## src/rtl/regfile_dump_if.sv

```systemverilog
// regfile_dump_if: valid/ready stream carrying one register value tagged with its address
interface regfile_dump_if #(
   parameter int ADDR_W = 3,
   parameter int DATA_W = 8
);
   logic [DATA_W-1:0] out_data;
   logic [ADDR_W-1:0] out_addr;
   logic              out_valid;
   logic              out_ready;
   modport master (output out_data, out_addr, out_valid, input out_ready);
   modport slave (input out_data, out_addr, out_valid, output out_ready);
endinterface

```

## src/rtl/regfile_dump.sv

```systemverilog
// regfile_dump: walks a wrapping address range on one register-file read port and streams (addr, data) entries
module regfile_dump #(
   parameter int ADDR_W = 3,
   parameter int DATA_W = 8
) (
   input  logic                  clk,
   input  logic                  reset_n,
   input  logic                  start,
   input  logic [ADDR_W-1:0]     first_addr,
   input  logic [ADDR_W-1:0]     last_addr,
   output logic [ADDR_W-1:0]     rf_addr,
   input  logic [DATA_W-1:0]     rf_data,
   regfile_dump_if.master        out,
   output logic                  busy,
   output logic                  done
);
   typedef enum logic [1:0] {IDLE, READ, SEND, DONE} state_t;
   state_t state, nxt;
   logic [ADDR_W-1:0] cur_addr, end_addr;
   always_ff @(posedge clk or negedge reset_n) begin
      if (!reset_n) begin
         state        <= IDLE;
         cur_addr     <= '0;
         end_addr     <= '0;
         out.out_data <= '0;
         out.out_addr <= '0;
      end else begin
         state <= nxt;
         if (state == IDLE && start) begin
            cur_addr <= first_addr;
            end_addr <= last_addr;
         end
         if (state == READ) begin
            out.out_data <= rf_data;
            out.out_addr <= cur_addr;
         end
         // address wraps naturally at 2^ADDR_W
         if (state == SEND && out.out_ready && cur_addr != end_addr)
            cur_addr <= cur_addr + 1'b1;
      end
   end
   always_comb begin
      nxt = state;
      case (state)
         IDLE:    nxt = start ? READ : IDLE;
         READ:    nxt = SEND;
         SEND:    nxt = !out.out_ready ? SEND : (cur_addr == end_addr ? DONE : READ);
         default: nxt = IDLE;
      endcase
   end
   assign rf_addr       = cur_addr;
   assign out.out_valid = state == SEND;
   assign busy          = state == READ || state == SEND;
   assign done          = state == DONE;
endmodule

```

## src/flat_wrapper.sv

```systemverilog
// flat-port wrapper written by rule: the top's interface ports become plain ports
module regfile_dump_flat 
#(
   parameter int ADDR_W = 3,
   parameter int DATA_W = 8
)
  (clk, reset_n, start, first_addr, last_addr, rf_addr, rf_data, busy, done, out_out_data, out_out_addr, out_out_valid, out_out_ready);
  regfile_dump_if #(.ADDR_W(ADDR_W), .DATA_W(DATA_W)) out_i ();
  input  logic clk;
  input  logic reset_n;
  input  logic start;
  input  logic [ADDR_W-1:0] first_addr;
  input  logic [ADDR_W-1:0] last_addr;
  output logic [ADDR_W-1:0] rf_addr;
  input  logic [DATA_W-1:0] rf_data;
  output logic busy;
  output logic done;
  output wire logic [$bits(out_i.out_data)-1:0] out_out_data;
  output wire logic [$bits(out_i.out_addr)-1:0] out_out_addr;
  output wire logic [$bits(out_i.out_valid)-1:0] out_out_valid;
  input wire logic [$bits(out_i.out_ready)-1:0] out_out_ready;
  assign out_out_data = out_i.out_data;
  assign out_out_addr = out_i.out_addr;
  assign out_out_valid = out_i.out_valid;
  assign out_i.out_ready = out_out_ready;
  regfile_dump #(.ADDR_W(ADDR_W), .DATA_W(DATA_W)) u_core (.clk(clk), .reset_n(reset_n), .start(start), .first_addr(first_addr), .last_addr(last_addr), .rf_addr(rf_addr), .rf_data(rf_data), .out(out_i), .busy(busy), .done(done));
endmodule
```

## config.mk

```make
export PLATFORM = sky130hd
export DESIGN_NAME = regfile_dump_flat
export DESIGN_NICKNAME = d
export VERILOG_FILES = /design/src/rtl/regfile_dump_if.sv /design/src/rtl/regfile_dump.sv /design/src/flat_wrapper.sv
export SDC_FILE = /design/constraint.sdc
export NUM_CORES = 1
export LEC_CHECK = 0
export ABC_CLOCK_PERIOD_IN_PS = 3410
export CORE_MARGIN = 2
export CORE_UTILIZATION = 46
export DETAILED_ROUTE_END_ITERATION = 10
export PLACE_DENSITY = 0.91
export SYNTH_ARGS = -nofsm -noshare
export SYNTH_HDL_FRONTEND = slang
export SYNTH_SLANG_ARGS = --single-unit
```

## constraint.sdc

```tcl
create_clock -name clk -period 3.41 [get_ports clk]
set_input_delay 0.341 -clock clk [delete_from_list [all_inputs] [get_ports clk]]
set_output_delay 0.341 -clock clk [all_outputs]
set_load 0.005 [all_outputs]
```

==> results.ini, run 1 <==
[die]
dieArea_um2=2358
die_w_um=48.56
placementRows=16
start_util_pct=47.53
die_y_um=48.56
ios=35
core_um2=1922

[outcome]
status=finished, final reports clean

[global_routing]
grt_first_pass_wirelength_um=3305
antenna_found_initial=0
grt_overflow=0
grt_max_degree=20
grt_pass1_vias=689
grt_usage_pct=18.89

[pwr]
power_mw=1.190
powerDensity_nw_per_um2=909.1
ir_drop_mv=0.5591
p_clk_share_pct=9.3
pwr-share-seq_pct=37.1
pwr-share-comb_pct=53.6
swShare_pct=34.02
p_int_uw=785.0
p_sw_uw=404.7
cellLeakagePower_nw=0.5575

[critical_path]
start_kind=flop
crit_type=flop to output pin
critPathArrivalTime_ns=1.63
crit_fanout=4
cp-end-kind=output pin
required_ns=3.07

[yosys]
syn_area_um2=913.4
synth-edff-count=0
ys.warnings.count=0
synth-simple-area-share_pct=5.616
ys.flop_type=dfrtp_1
synth.ff_latch_count=19
synth-xor-area-share_pct=4.521
ys_async_sr_fraction_pct=100.0
ys_top_cells_by_area=dfrtp_1, mux2_2, ha_1
synth_top_cell_area_share_pct=52.05
synth_area_leader_cell=dfrtp_1
synth_fp_nets=92
synth_top_family_by_area=multiplexers
synth.area.mux_share_pct=20.55
synth.distinct_cells=21
synthTopCellsByCount=dfrtp_1, mux2_2, ha_1
synth-seq-area-share_pct=52.05
synthAdderAreaFrac_pct=8.219
synth_compound_gate_area_share_pct=7.260
synth.most_common_cell=dfrtp_1
avgSynthCellArea_um2=13.43
synth_cells=68

[clock_tree]
cts_buffer_depth=2
clk_latency_ns=0.29
cts_tree=yes
cts_sinks=19
cts_setup_buffers=0
cts-root-buf=clkbuf_4
numCtsBuffers=3
path_clk_slew_ns=0.10
cts-resized-gates=0
cts_htree_levels=1
hold_buffers=0

[sta]
max_freq_mhz=506.3
final-hold-violation-count=0
whs_ns=0.5038
clock_skew_ns=0.004341
period_minus_slack_ns=1.975
finalCritPeriodShare_pct=57.93
setup_viol=0
final_max_slew_viol_count=0
setup_ws_ns=1.435
rsz0062_at_grt=false
slew_headroom_pct=46.26
setup_tns_ns=0
tightest_slew_ns=0.8035

[placement]
portBuffers=34
dp_cells=128
post-place-ws_ns=1.754
gp_congestion=0.7447
dp_hpwl_um=1591
place_area_um2=1282

[cells_and_area]
final_cell_count_no_fill=132
multiInputGateArea_um2=421.7
fin_util_pct=68.10
area_growth_pct=43.29
ff_latch_area_um2=475.5
layout.nets=130
n_fill_cell=156
diodes=0
drive_above_1_share_pct=19.05
fin_area_um2=1309

[route]
dr.pass1.iters=4
ant_nets=0
via_count=656
first_iter_violations=10
drc=0
via_per_inst=4.970
wirelength_um=1898
wl_per_cell_um=14.38

[hold_path]
hp-class=input port to asynchronous set/reset pin

[job]
cap_violations=0

==> cell usage in the layout, fill, tap and decap left out, types with 2 or more instances in the layout <==
cell type	n
mux2i_1	3
ha_1	6
clkbuf_4	3
clkdlybuf4s50_1	34
a21oi_1	3
o21ai_0	2
mux2_2	14
nand2_1	4
xnor2_2	2
dfrtp_1	19
inv_1	3
==> final cells by class <==
class,instances,area share (%)
flip-flops and latches,19,36.33
well taps,27,2.581
multi-input cells,45,32.22
inverters,3,0.8604
repair buffers,34,26.00
clock buffers,4,2.008
==> worst max-delay path, cell delays in order, from the launching register on <==
cell	delay (ns)
dfrtp_1	0.42
inv_1	0.11
ha_1	0.31
clkdlybuf4s50_1	0.50
==> cells by family after synthesis <==
group                    count (synthesis)
buffers and inverters                    4
AND/OR/NAND/NOR                         10
multiplexers                            17
flip-flops                              19
XOR/XNOR                                 3
adder cells (fa/ha/maj)                  6
AO/OA/AOI/OAI                            9
==> flip-flops by register name (all words and copies together), names as in the netlist <==
signal	flops
u_core.out.out_data	8
u_core.end_addr	3
u_core.out.out_addr	3
u_core.rf_addr	3
u_core.state	2
==> path summary, 6_finish.rpt <==
check / cells past startpoint / to / slack, ns / start
max: 3 / busy / 1.43 / u_core.state[0]$_DFF_PN0_
min: 1 / u_core.out.out_data[6]$_DFFE_PN0N_ / 0.50 / reset_n
max reg2reg: 6 / u_core.rf_addr[2]$_DFFE_PN0P_ / 1.85 / u_core.state[0]$_DFF_PN0_
min reg2reg: 1 / u_core.out.out_data[3]$_DFFE_PN0N_ / 0.52 / u_core.out.out_data[3]$_DFFE_PN0N_
max in group asynchronous: 1 / u_core.end_addr[2]$_DFFE_PN0P_ / 2.41 / reset_n
min in group clk: 1 / u_core.out.out_data[3]$_DFFE_PN0N_ / 0.52 / u_core.out.out_data[3]$_DFFE_PN0N_
==> routing by layer <==
layer	share of wire (%)	routed length [um]	up-vias	global-route usage, %
met1	36	689	316	19.39
met3	4.5	85	2	5.247
li1	-	-	316	-
met2	58	1095	22	36.81
met5	0	0	-	0
met4	1.4	27	0	5.714
==> power by group through the flow <==
stage          Clock [mW]  Combinational [mW]  Sequential, mW
2_1_floorplan           0               0.343           0.438
4_1_cts             0.113               0.648           0.444
5_1_grt             0.123               0.688           0.461
3_3_place_gp            0               0.616           0.436
3_5_place_dp            0               0.645           0.449
6_report            0.111               0.638           0.441
Note: power is estimated with default switching activity, not from simulation.
==> inputs of run 2 (changes only) <==
--- a/config.mk
+++ b/config.mk
@@ -5,11 +5,11 @@
 export SDC_FILE = /design/constraint.sdc
 export NUM_CORES = 1
 export LEC_CHECK = 0
-export ABC_CLOCK_PERIOD_IN_PS = 3410
+export ABC_CLOCK_PERIOD_IN_PS = 1800
 export CORE_MARGIN = 2
-export CORE_UTILIZATION = 46
+export CORE_UTILIZATION = 38
 export DETAILED_ROUTE_END_ITERATION = 10
-export PLACE_DENSITY = 0.91
+export PLACE_DENSITY = 0.82
 export SYNTH_ARGS = -nofsm -noshare
 export SYNTH_HDL_FRONTEND = slang
 export SYNTH_SLANG_ARGS = --single-unit
==> constraint.sdc (replaced) <==
create_clock -name clk -period 1.8 [get_ports clk]
set_input_delay 0.18 -clock clk [delete_from_list [all_inputs] [get_ports clk]]
set_output_delay 0.18 -clock clk [all_outputs]
set_load 0.005 [all_outputs]
==> results.ini, run 2 (synthesis results as in run 1) <==
[clock_tree]
cts_tree=yes
cts_sinks=19  ; unchanged
cts_buffer_depth=2  ; unchanged
cts-root-buf=clkbuf_4
hold_buffers=0  ; unchanged
path_clk_slew_ns=0.11  ; about the same
cts_htree_levels=1  ; unchanged
numCtsBuffers=3  ; unchanged
clk_latency_ns=0.30  ; about the same

[job]
cap_violations=0  ; unchanged

[hold_path]
hp-class=input port to asynchronous set/reset pin

[route]
drc=0  ; unchanged
wirelength_um=1976  ; +4.1%
dr.pass1.iters=4  ; unchanged
via_per_inst=5.044  ; +1.5%
ant_nets=0  ; unchanged
wl_per_cell_um=14.42  ; +0.31%
via_count=691  ; +5.3%
first_iter_violations=9  ; -1

[sta]
final-hold-violation-count=0  ; unchanged
tightest_slew_ns=0.2925  ; -0.5111 ns
slew_headroom_pct=80.36  ; +34 points
clock_skew_ns=0.002764  ; -0.001577 ns
max_freq_mhz=583.3
whs_ns=0.1994  ; -0.3044 ns
setup_viol=0  ; unchanged
final_max_slew_viol_count=0  ; unchanged
finalCritPeriodShare_pct=95.24
period_minus_slack_ns=1.714

[critical_path]
required_ns=1.62  ; -1.45 ns
crit_type=flop to output pin
start_kind=flop
crit_fanout=3  ; -1
reg2reg_depth=6  ; unchanged
critPathArrivalTime_ns=1.53  ; -0.10 ns
r2r_slack_ns=0.25  ; -1.60 ns
cp-end-kind=output pin

[pwr]
cellLeakagePower_nw=0.5895  ; +5.8%
p_int_mw=1.512  ; +93%
pwr-share-seq_pct=36.3  ; -0.8 points
ir_drop_mv=1.014  ; +81%
p_clk_share_pct=9.5  ; +0.2 points
p_sw_uw=778.1  ; +92%
swShare_pct=33.98  ; -0.036 points
pwr-share-comb_pct=54.2  ; +0.6 points
powerDensity_nw_per_um2=1701  ; +87%

[cells_and_area]
n_fill_cell=185  ; +19%
multiInputGateArea_um2=424.2  ; +0.59%
ff_latch_area_um2=475.5  ; unchanged
diodes=0  ; unchanged
fin_area_um2=1346  ; +2.9%
final_cell_count_no_fill=137  ; +3.8%
layout_common_cells=clkdlybuf4s50_1, dfrtp_1, mux2_2, ha_1
layout_commonest_cell=clkdlybuf4s50_1
largest_reg_flops=8  ; unchanged
top_register=u_core.out.out_data
drive_above_1_share_pct=23.85  ; +4.8 points
area_growth_pct=47.40
layout.nets=134  ; +3.1%

[die]
dieArea_um2=2812  ; +19%
die_w_um=53.03  ; +9.2%
die_y_um=53.03  ; +9.2%
start_util_pct=40.90  ; -6.6 points
placementRows=17  ; +1
core_um2=2233  ; +16%
ios=35  ; unchanged

[global_routing]
grtUsageMet1_pct=17.84  ; -1.5 points
grt_usage_pct=15.26  ; -3.6 points
grt_max_degree=20  ; unchanged
grt_first_pass_wirelength_um=2953  ; -11%
antenna_found_initial=0  ; unchanged
grtUsageMet3_pct=2.825  ; -2.4 points
grt-busiest-layer=met2
use_met2_pct=25.42  ; -11 points
grt_pass1_vias=664  ; -3.6%
grt_overflow=0  ; unchanged

[placement]
place_area_um2=1299  ; +1.3%
dp_hpwl_um=1526  ; -4.1%
portBuffers=34  ; unchanged
dp_cells=131  ; +2.3%
gp_congestion=0.6850  ; -8.0%

[outcome]
status=finished, final reports clean

[run 2: cell types whose count changed in the layout (fill, tap and decap cells not counted), sizes merged]
cell / delta
buf: +4
clkbuf: -1
clkdlybuf4s50: -1
clkinv: +1
dlymetal6s2s: +1
[run 2: layer usage]
layer  part of all wire, %  up-vias
met5                     0        -
met4                   2.7        0
met3                   5.0        6
met2                    53       26
met1                    39      335
li1                      -      324
[run 2: worst paths after layout]
| check | to | start |
|---|---|---|
| max | out_out_valid | u_core.state[0]$_DFF_PN0_ |
| min | u_core.out.out_data[2]$_DFFE_PN0N_ | reset_n |
| max reg2reg | u_core.rf_addr[2]$_DFFE_PN0P_ | u_core.state[0]$_DFF_PN0_ |
| min reg2reg | u_core.out.out_data[2]$_DFFE_PN0N_ | u_core.out.out_data[2]$_DFFE_PN0N_ |
| max in group asynchronous | u_core.out.out_data[4]$_DFFE_PN0N_ | reset_n |
| min in group clk | u_core.end_addr[2]$_DFFE_PN0P_ | last_addr[2] |
[run 2: power groups by stage]
| stage | Clock, mW | Sequential, mW | Combinational [mW] |
|---|---|---|---|
| after floorplan | 0 | 0.830 | 0.651 |
| after global placement | 0 | 0.830 | 1.18 |
| after detailed placement | 0 | 0.852 | 1.22 |
| after CTS | 0.225 | 0.839 | 1.23 |
| after global routing | 0.243 | 0.855 | 1.36 |
| final | 0.217 | 0.832 | 1.24 |
[run 2: worst max-delay path: stages (launching register included)]
cell and delay (ns):
dfrtp_1 0.41, inv_1 0.13, ha_2 0.21, clkdlybuf4s50_1 0.49
[run 2: layout make-up]
type	instances	area share (%)
multi-input cells	45	31.51
well taps	28	2.602
clock buffers	3	1.673
flip-flops and latches	19	35.32
repair buffers	38	27.70
clock inverters	1	0.3717
inverters	3	0.8364
[run 2: timing repair]
item | CTS | global route
endpoints found under the setup margin | 0 | 2
gates resized for setup | 0 | 2
buffers inserted | 0 | 2
[run 2: stage by stage]
| stage | util (%) | worst slack (ns) | setup TNS (ns) | power, mW |
|---|---|---|---|---|
| 2_1_floorplan | - | 0.4041 | 0 | 1.481 |
| 6_report | 60.28 | 0.08576 | 0 | 2.290 |
| 3_5_place_dp | 58.15 | 0.2570 | 0 | 2.074 |
| 4_1_cts | 59.38 | 0.001461 | 0 | 2.293 |
| 3_3_place_gp | 58.15 | 0.3453 | 0 | 2.013 |
| 5_1_grt | 60.28 | -0.002847 | -0.002847 | 2.461 |
